## src/rtl/bram_ctrl_pkg.sv

```systemverilog
// Shared constants for the BRAM port controller: data width, FSM encoding, master indices.
package bram_ctrl_pkg;

  localparam int unsigned DATA_WIDTH = 16;

  localparam logic [0:0] ST_CLEAR = 1'b0;
  localparam logic [0:0] ST_ARB   = 1'b1;

  localparam logic M0 = 1'b0;
  localparam logic M1 = 1'b1;

endpackage

```

## src/rtl/bram_port_arbiter_rr_arbiter2.sv

```systemverilog
// Two-way combinational pick: forced hand-over, then lock owner, then round-robin.
module rr_arbiter2
  import bram_ctrl_pkg::*;
(
  input  logic [1:0] req_i,
  input  logic       last_grant_i,
  input  logic       lock_active_i,
  input  logic       lock_owner_i,
  input  logic       force_other_i,
  output logic [1:0] grant_o
);

  logic other;

  always_comb begin
    grant_o = 2'b00;
    other   = ~lock_owner_i;
    if (force_other_i && req_i[other]) begin
      grant_o[other] = 1'b1;
    end else if (lock_active_i && req_i[lock_owner_i]) begin
      grant_o[lock_owner_i] = 1'b1;
    end else if (req_i == 2'b11) begin
      // Tie goes to whoever was not served last.
      grant_o[~last_grant_i] = 1'b1;
    end else begin
      grant_o = req_i;
    end
  end

endmodule

```

## src/rtl/bram_port_arbiter.sv

```systemverilog
// Shares one BRAM port between two masters with round-robin, bounded lock and optional zero-fill.
module bram_port_arbiter
  import bram_ctrl_pkg::*;
#(
  parameter int unsigned ADDR_WIDTH     = 9,
  parameter bit          CLEAR_ON_RESET = 1'b1,
  parameter int unsigned MAX_LOCK       = 16
) (
  input  logic                  clk,
  input  logic                  reset,
  input  logic                  m0_req,
  input  logic                  m0_we,
  input  logic                  m0_lock,
  input  logic [ADDR_WIDTH-1:0] m0_addr,
  input  logic [DATA_WIDTH-1:0] m0_wdata,
  output logic                  m0_gnt,
  output logic                  m0_rvalid,
  output logic [DATA_WIDTH-1:0] m0_rdata,
  input  logic                  m1_req,
  input  logic                  m1_we,
  input  logic                  m1_lock,
  input  logic [ADDR_WIDTH-1:0] m1_addr,
  input  logic [DATA_WIDTH-1:0] m1_wdata,
  output logic                  m1_gnt,
  output logic                  m1_rvalid,
  output logic [DATA_WIDTH-1:0] m1_rdata,
  output logic                  bram_en,
  output logic                  bram_we,
  output logic [ADDR_WIDTH-1:0] bram_addr,
  output logic [DATA_WIDTH-1:0] bram_din,
  input  logic [DATA_WIDTH-1:0] bram_dout,
  output logic                  init_busy
);

  localparam int unsigned LOCK_W = $clog2(MAX_LOCK + 1);

  logic [0:0]            state_q, state_d;
  logic [ADDR_WIDTH-1:0] clr_cnt_q, clr_cnt_d;
  logic                  last_grant_q, last_grant_d;
  logic                  lock_active_q, lock_active_d;
  logic                  lock_owner_q, lock_owner_d;
  logic [LOCK_W-1:0]     lock_cnt_q, lock_cnt_d;
  logic [1:0]            rvalid_q;

  logic [1:0] req;
  logic [1:0] grant;
  logic       owner_lock;
  logic       lock_hold;
  logic       force_other;
  logic       gidx;
  logic       g_lock;

  // Requests only compete while arbitrating and out of reset.
  assign req         = (state_q == ST_ARB && !reset) ? {m1_req, m0_req} : 2'b00;
  assign owner_lock  = lock_owner_q ? m1_lock : m0_lock;
  assign lock_hold   = lock_active_q & owner_lock;
  assign force_other = lock_hold & (lock_cnt_q == LOCK_W'(MAX_LOCK)) & req[~lock_owner_q];
  assign gidx        = grant[1];
  assign g_lock      = gidx ? m1_lock : m0_lock;

  rr_arbiter2 u_arb (
    .req_i         (req),
    .last_grant_i  (last_grant_q),
    .lock_active_i (lock_hold),
    .lock_owner_i  (lock_owner_q),
    .force_other_i (force_other),
    .grant_o       (grant)
  );

  always_ff @(posedge clk) begin
    if (reset) begin
      state_q       <= CLEAR_ON_RESET ? ST_CLEAR : ST_ARB;
      clr_cnt_q     <= '0;
      last_grant_q  <= M1;
      lock_active_q <= 1'b0;
      lock_owner_q  <= M0;
      lock_cnt_q    <= '0;
      rvalid_q      <= 2'b00;
    end else begin
      state_q       <= state_d;
      clr_cnt_q     <= clr_cnt_d;
      last_grant_q  <= last_grant_d;
      lock_active_q <= lock_active_d;
      lock_owner_q  <= lock_owner_d;
      lock_cnt_q    <= lock_cnt_d;
      rvalid_q      <= grant;
    end
  end

  always_comb begin
    state_d       = state_q;
    clr_cnt_d     = clr_cnt_q;
    last_grant_d  = last_grant_q;
    lock_active_d = lock_active_q;
    lock_owner_d  = lock_owner_q;
    lock_cnt_d    = lock_cnt_q;
    if (state_q == ST_CLEAR) begin
      clr_cnt_d = clr_cnt_q + ADDR_WIDTH'(1);
      if (clr_cnt_q == {ADDR_WIDTH{1'b1}}) begin
        state_d   = ST_ARB;
        clr_cnt_d = '0;
      end
    end else if (grant == 2'b00) begin
      lock_active_d = 1'b0;
      lock_cnt_d    = '0;
    end else begin
      last_grant_d = gidx;
      // Owner continues its run; a forced hand-over or fresh grant re-evaluates ownership.
      if (lock_hold && !force_other && gidx == lock_owner_q) begin
        lock_cnt_d = (lock_cnt_q == LOCK_W'(MAX_LOCK)) ? lock_cnt_q : lock_cnt_q + LOCK_W'(1);
      end else if (g_lock) begin
        lock_active_d = 1'b1;
        lock_owner_d  = gidx;
        lock_cnt_d    = LOCK_W'(1);
      end else begin
        lock_active_d = 1'b0;
        lock_cnt_d    = '0;
      end
    end
  end

  // BRAM port mux: clear sequencer, else the granted master.
  always_comb begin
    bram_en   = 1'b0;
    bram_we   = 1'b0;
    bram_addr = '0;
    bram_din  = '0;
    if (!reset) begin
      if (state_q == ST_CLEAR) begin
        bram_en   = 1'b1;
        bram_we   = 1'b1;
        bram_addr = clr_cnt_q;
      end else if (grant[0]) begin
        bram_en   = 1'b1;
        bram_we   = m0_we;
        bram_addr = m0_addr;
        bram_din  = m0_wdata;
      end else if (grant[1]) begin
        bram_en   = 1'b1;
        bram_we   = m1_we;
        bram_addr = m1_addr;
        bram_din  = m1_wdata;
      end
    end
  end

  assign m0_gnt    = grant[0];
  assign m1_gnt    = grant[1];
  assign m0_rvalid = rvalid_q[0] & ~reset;
  assign m1_rvalid = rvalid_q[1] & ~reset;
  assign m0_rdata  = bram_dout;
  assign m1_rdata  = bram_dout;
  assign init_busy = (state_q == ST_CLEAR);

endmodule

```

## config.mk

```make
export PLATFORM = sky130hd
export DESIGN_NAME = bram_port_arbiter
export DESIGN_NICKNAME = d
export VERILOG_FILES = /design/src/rtl/bram_ctrl_pkg.sv /design/src/rtl/bram_port_arbiter_rr_arbiter2.sv /design/src/rtl/bram_port_arbiter.sv
export SDC_FILE = /design/constraint.sdc
export NUM_CORES = 1
export LEC_CHECK = 0
export BUFFER_PORTS_ARGS = -buffer_cell sky130_fd_sc_hd__buf_2
export CORE_MARGIN = 3
export CORE_UTILIZATION = 41
export DETAILED_ROUTE_END_ITERATION = 6
export PLACE_DENSITY = 0.88
export SLEW_MARGIN = 10
export SYNTH_ARGS = -nofsm -noshare
export SYNTH_HDL_FRONTEND = slang
export SYNTH_SLANG_ARGS = --single-unit
```

## constraint.sdc

```tcl
create_clock -name clk -period 3.5 [get_ports clk]
set_clock_uncertainty 0.2 [all_clocks]
set_input_delay 0.7 -clock clk [delete_from_list [all_inputs] [get_ports clk]]
set_output_delay 0.7 -clock clk [all_outputs]
set_load 0.01 [all_outputs]
```

==> impl_metrics.sql <==
INSERT INTO impl_metrics (metric_group, metric, value, unit) VALUES
('drt', 'avgViaCountPerCell', '5.54', ''),
('drt', 'detail_route.iter0.violations', '96', ''),
('sta', 'grt_setup_unrepaired', 'no', ''),
('setup_path', 'r2r-start', 'lock_cnt_q[0]', ''),
('synth', 'yosysSeqAreaShare', '21.5', '%'),
('global_routing', 'grt.total_usage', '17.9', '%'),
('floorplanning', 'rows', '23', ''),
('sta', 'period_share', '92.9', '%'),
('place', 'buffer_ports.inserted', '89', ''),
('synth', 'netlist.area_leader.share', '21.5', '%'),
('synth', 'synth_warnings', '0', ''),
('place', 'place_area', '2100', 'sq um'),
('floorplanning', 'floorplan.initialDensity', '44.4', '%'),
('sta', 'timing.final.crit_period', '3.25', 'ns'),
('finish', 'layout.cells.most_common', 'buf_2', ''),
('worst_hold_path', 'hold_start', 'clr_cnt_q[7]', ''),
('finish', 'finalCoreUtilization', '51.7', '%'),
('power_and_ir_drop', 'vdd_drop_max', '0.000157', 'V'),
('clocking', 'max-clock-path-buffers', '2', ''),
('outcome', 'outcome', 'complete, no violations', ''),
('drt', 'drt-pass1-iter-count', '4', ''),
('sta', 'final-hold-violation-count', '0', ''),
('setup_path', 'cp.required', '2.60', 'ns'),
('finish', 'fillCellCount', '380', ''),
('worst_hold_path', 'min_delay_worst_endpoint', 'clr_cnt_q[7]', ''),
('finish', 'post_route_cells_drive_above_1_share', '44.5', '%'),
('synth', 'ys_dominant_reg_cell', 'dfxtp_1', ''),
('setup_path', 'worstRegToRegCells', '9', ''),
('finish', 'sequential_cell_area', '400', 'sq um'),
('synth', 'postSynthNetCount', '296', ''),
('clocking', 'tritoncts_clock_tree', 'yes', ''),
('power_and_ir_drop', 'pwr_density_cell', '244', 'nW/um^2'),
('sta', 'finalSetupTns', '0', 'ns'),
('setup_path', 'timing.critical_path.to_type', 'output pin', ''),
('finish', 'finish.instance_area', '2170', 'sq um'),
('global_routing', 'grt_antenna_before_repair', '0', ''),
('global_routing', 'grt_max_degree', '31', ''),
('floorplanning', 'floorplan.core_area', '4200', 'sq um'),
('floorplanning', 'dieHeight', '73.4', 'um'),
('synth', 'yosys-top-cells-area', 'dfxtp_1 (21%), buf_4 (14%), a22o_1 (7.5%), a221oi_2 (6.4%), nor2_1 (3.8%)', ''),
('synth', 'cell_area_synth', '1860', 'sq um'),
('run', 'number_of_maximum_capacitance_constraint_violations', '0', ''),
('synth', 'ys_seq_elements', '20', ''),
('finish', 'antennaDiodeCount', '0', ''),
('global_routing', 'first_global_vias', '1685', ''),
('sta', 'fmaxAchievable', '307', 'MHz'),
('place', 'place_ws', '0.326', 'ns'),
('sta', 'worst_slack', '0.247', 'ns'),
('setup_path', 'reg2reg_setup_slack', '1.09', 'ns'),
('floorplanning', 'number_of_i_o_pins', '138', ''),
('synth', 'share_of_synthesized_flip_flops_with_an_asynchronous_set_or_reset', '0', '%'),
('global_routing', 'globalRouteOverflowTotal', '0', ''),
('drt', 'drt_drc_violations_left', '0', ''),
('sta', 'maxSlewHeadroom', '76.4', '%'),
('power_and_ir_drop', 'power_leakage', '1.06', 'nW'),
('sta', 'report.final.slew_viol_count', '0', ''),
('setup_path', 'timing.setup.critical_path_class', 'register to output pin', ''),
('sta', 'worst-slew-pin-transition', '0.354', 'ns'),
('worst_hold_path', 'hold_depth', '2', ''),
('drt', 'postRouteWirelength', '5020', 'um'),
('clocking', 'insertion_delay', '0.26', 'ns'),
('worst_hold_path', 'timing.hold.worst.class', 'register to register', ''),
('finish', 'mostFrequentLayoutCells', 'buf_2 (89), dfxtp_1 (20), nor2_1 (19)', ''),
('clocking', 'htree_levels', '1', ''),
('synth', 'postSynthAreaPerCell', '8.55', 'sq um'),
('drt', 'via_count', '1785', ''),
('clocking', 'cts_num_sinks', '20', ''),
('floorplanning', 'die_width', '73.4', 'um'),
('finish', 'post_layout_cell_count', '322', ''),
('setup_path', 'worstPathArrival', '2.35', 'ns'),
('sta', 'fin_worst_hold_slack', '0.293', 'ns');
## layer usage
metal / vias up / GRT usage, % / wire length, um
li1: 877 / - / -
met1: 812 / 19.4 / 1950
met2: 92 / 35.0 / 2550
met3: 4 / 2.87 / 476
met4: 0 / 5.43 / 40
met5: - / 0 / 0
## sequential cells by signal, summed over array words and instances (netlist names)
| signal | cells |
|---|---|
| clr_cnt_q | 9 |
| last_grant_q | 1 |
| lock_owner_q | 1 |
| lock_cnt_q | 5 |
| state_q | 1 |
| lock_active_q | 1 |
| rvalid_q | 2 |
## area by class of cell
class,instances,share of cell area (%)
flip-flops and latches,20,18.4
multi-input cells,147,51.2
inverters,6,1.04
well taps,50,2.88
clock buffers,3,1.90
clock inverters,1,1.38
repair buffers,95,23.2
## cells by family after synthesis
logic type	Yosys count	share of synthesized area (%)
multiplexers	8	5.44
AND/OR/NAND/NOR	70	21.6
flip-flops	20	21.5
adder cells (fa/ha/maj)	4	2.68
XOR/XNOR	4	1.88
AO/OA/AOI/OAI	61	28.0
buffers and inverters	51	18.9
## worst max path at each step
stage | start | to | slack (ns) | depth (start not counted)
floorplan | reset | bram_addr[0] | 0.45 | 7
global placement | reset | bram_addr[4] | 0.37 | 8
detailed placement | reset | bram_we | 0.33 | 8
CTS | lock_cnt_q[0] | bram_we | 0.24 | 9
global route | lock_cnt_q[1] | bram_addr[6] | 0.13 | 9
finish | lock_cnt_q[0] | bram_we | 0.25 | 9
## report_power, final
part           internal (mW)  switching, mW
clock                  0.153         0.0783
sequential             0.230        0.00310
combinational         0.0337         0.0324
total                  0.417          0.114
## cells in the mapped netlist, drive strengths merged, types with 2 or more instances
library cell,count
mux2i,4
and2,3
a221oi,8
clkbuf,4
o21a,2
nor2b,9
o21ai,11
nand2,11
ha,4
a221o,2
xor2,3
or3,2
buf,41
nand3,6
inv,5
a21oi,6
a211oi,3
o31ai,2
nor2,20
dfxtp,20
nor3,11
mux2,4
a21o,2
a31oi,3
a22o,16
a2111oi,2
## worst max-delay path, cell delays in order (launching register included)
cell,delay [ns]
dfxtp_1,0.34
inv_1,0.08
ha_1,0.18
and4bb_1,0.29
nand2_4,0.10
nor2_8,0.14
mux2_4,0.46
a221oi_2,0.28
nor2_1,0.07
buf_2,0.15
(Power assumes the default switching activity.)
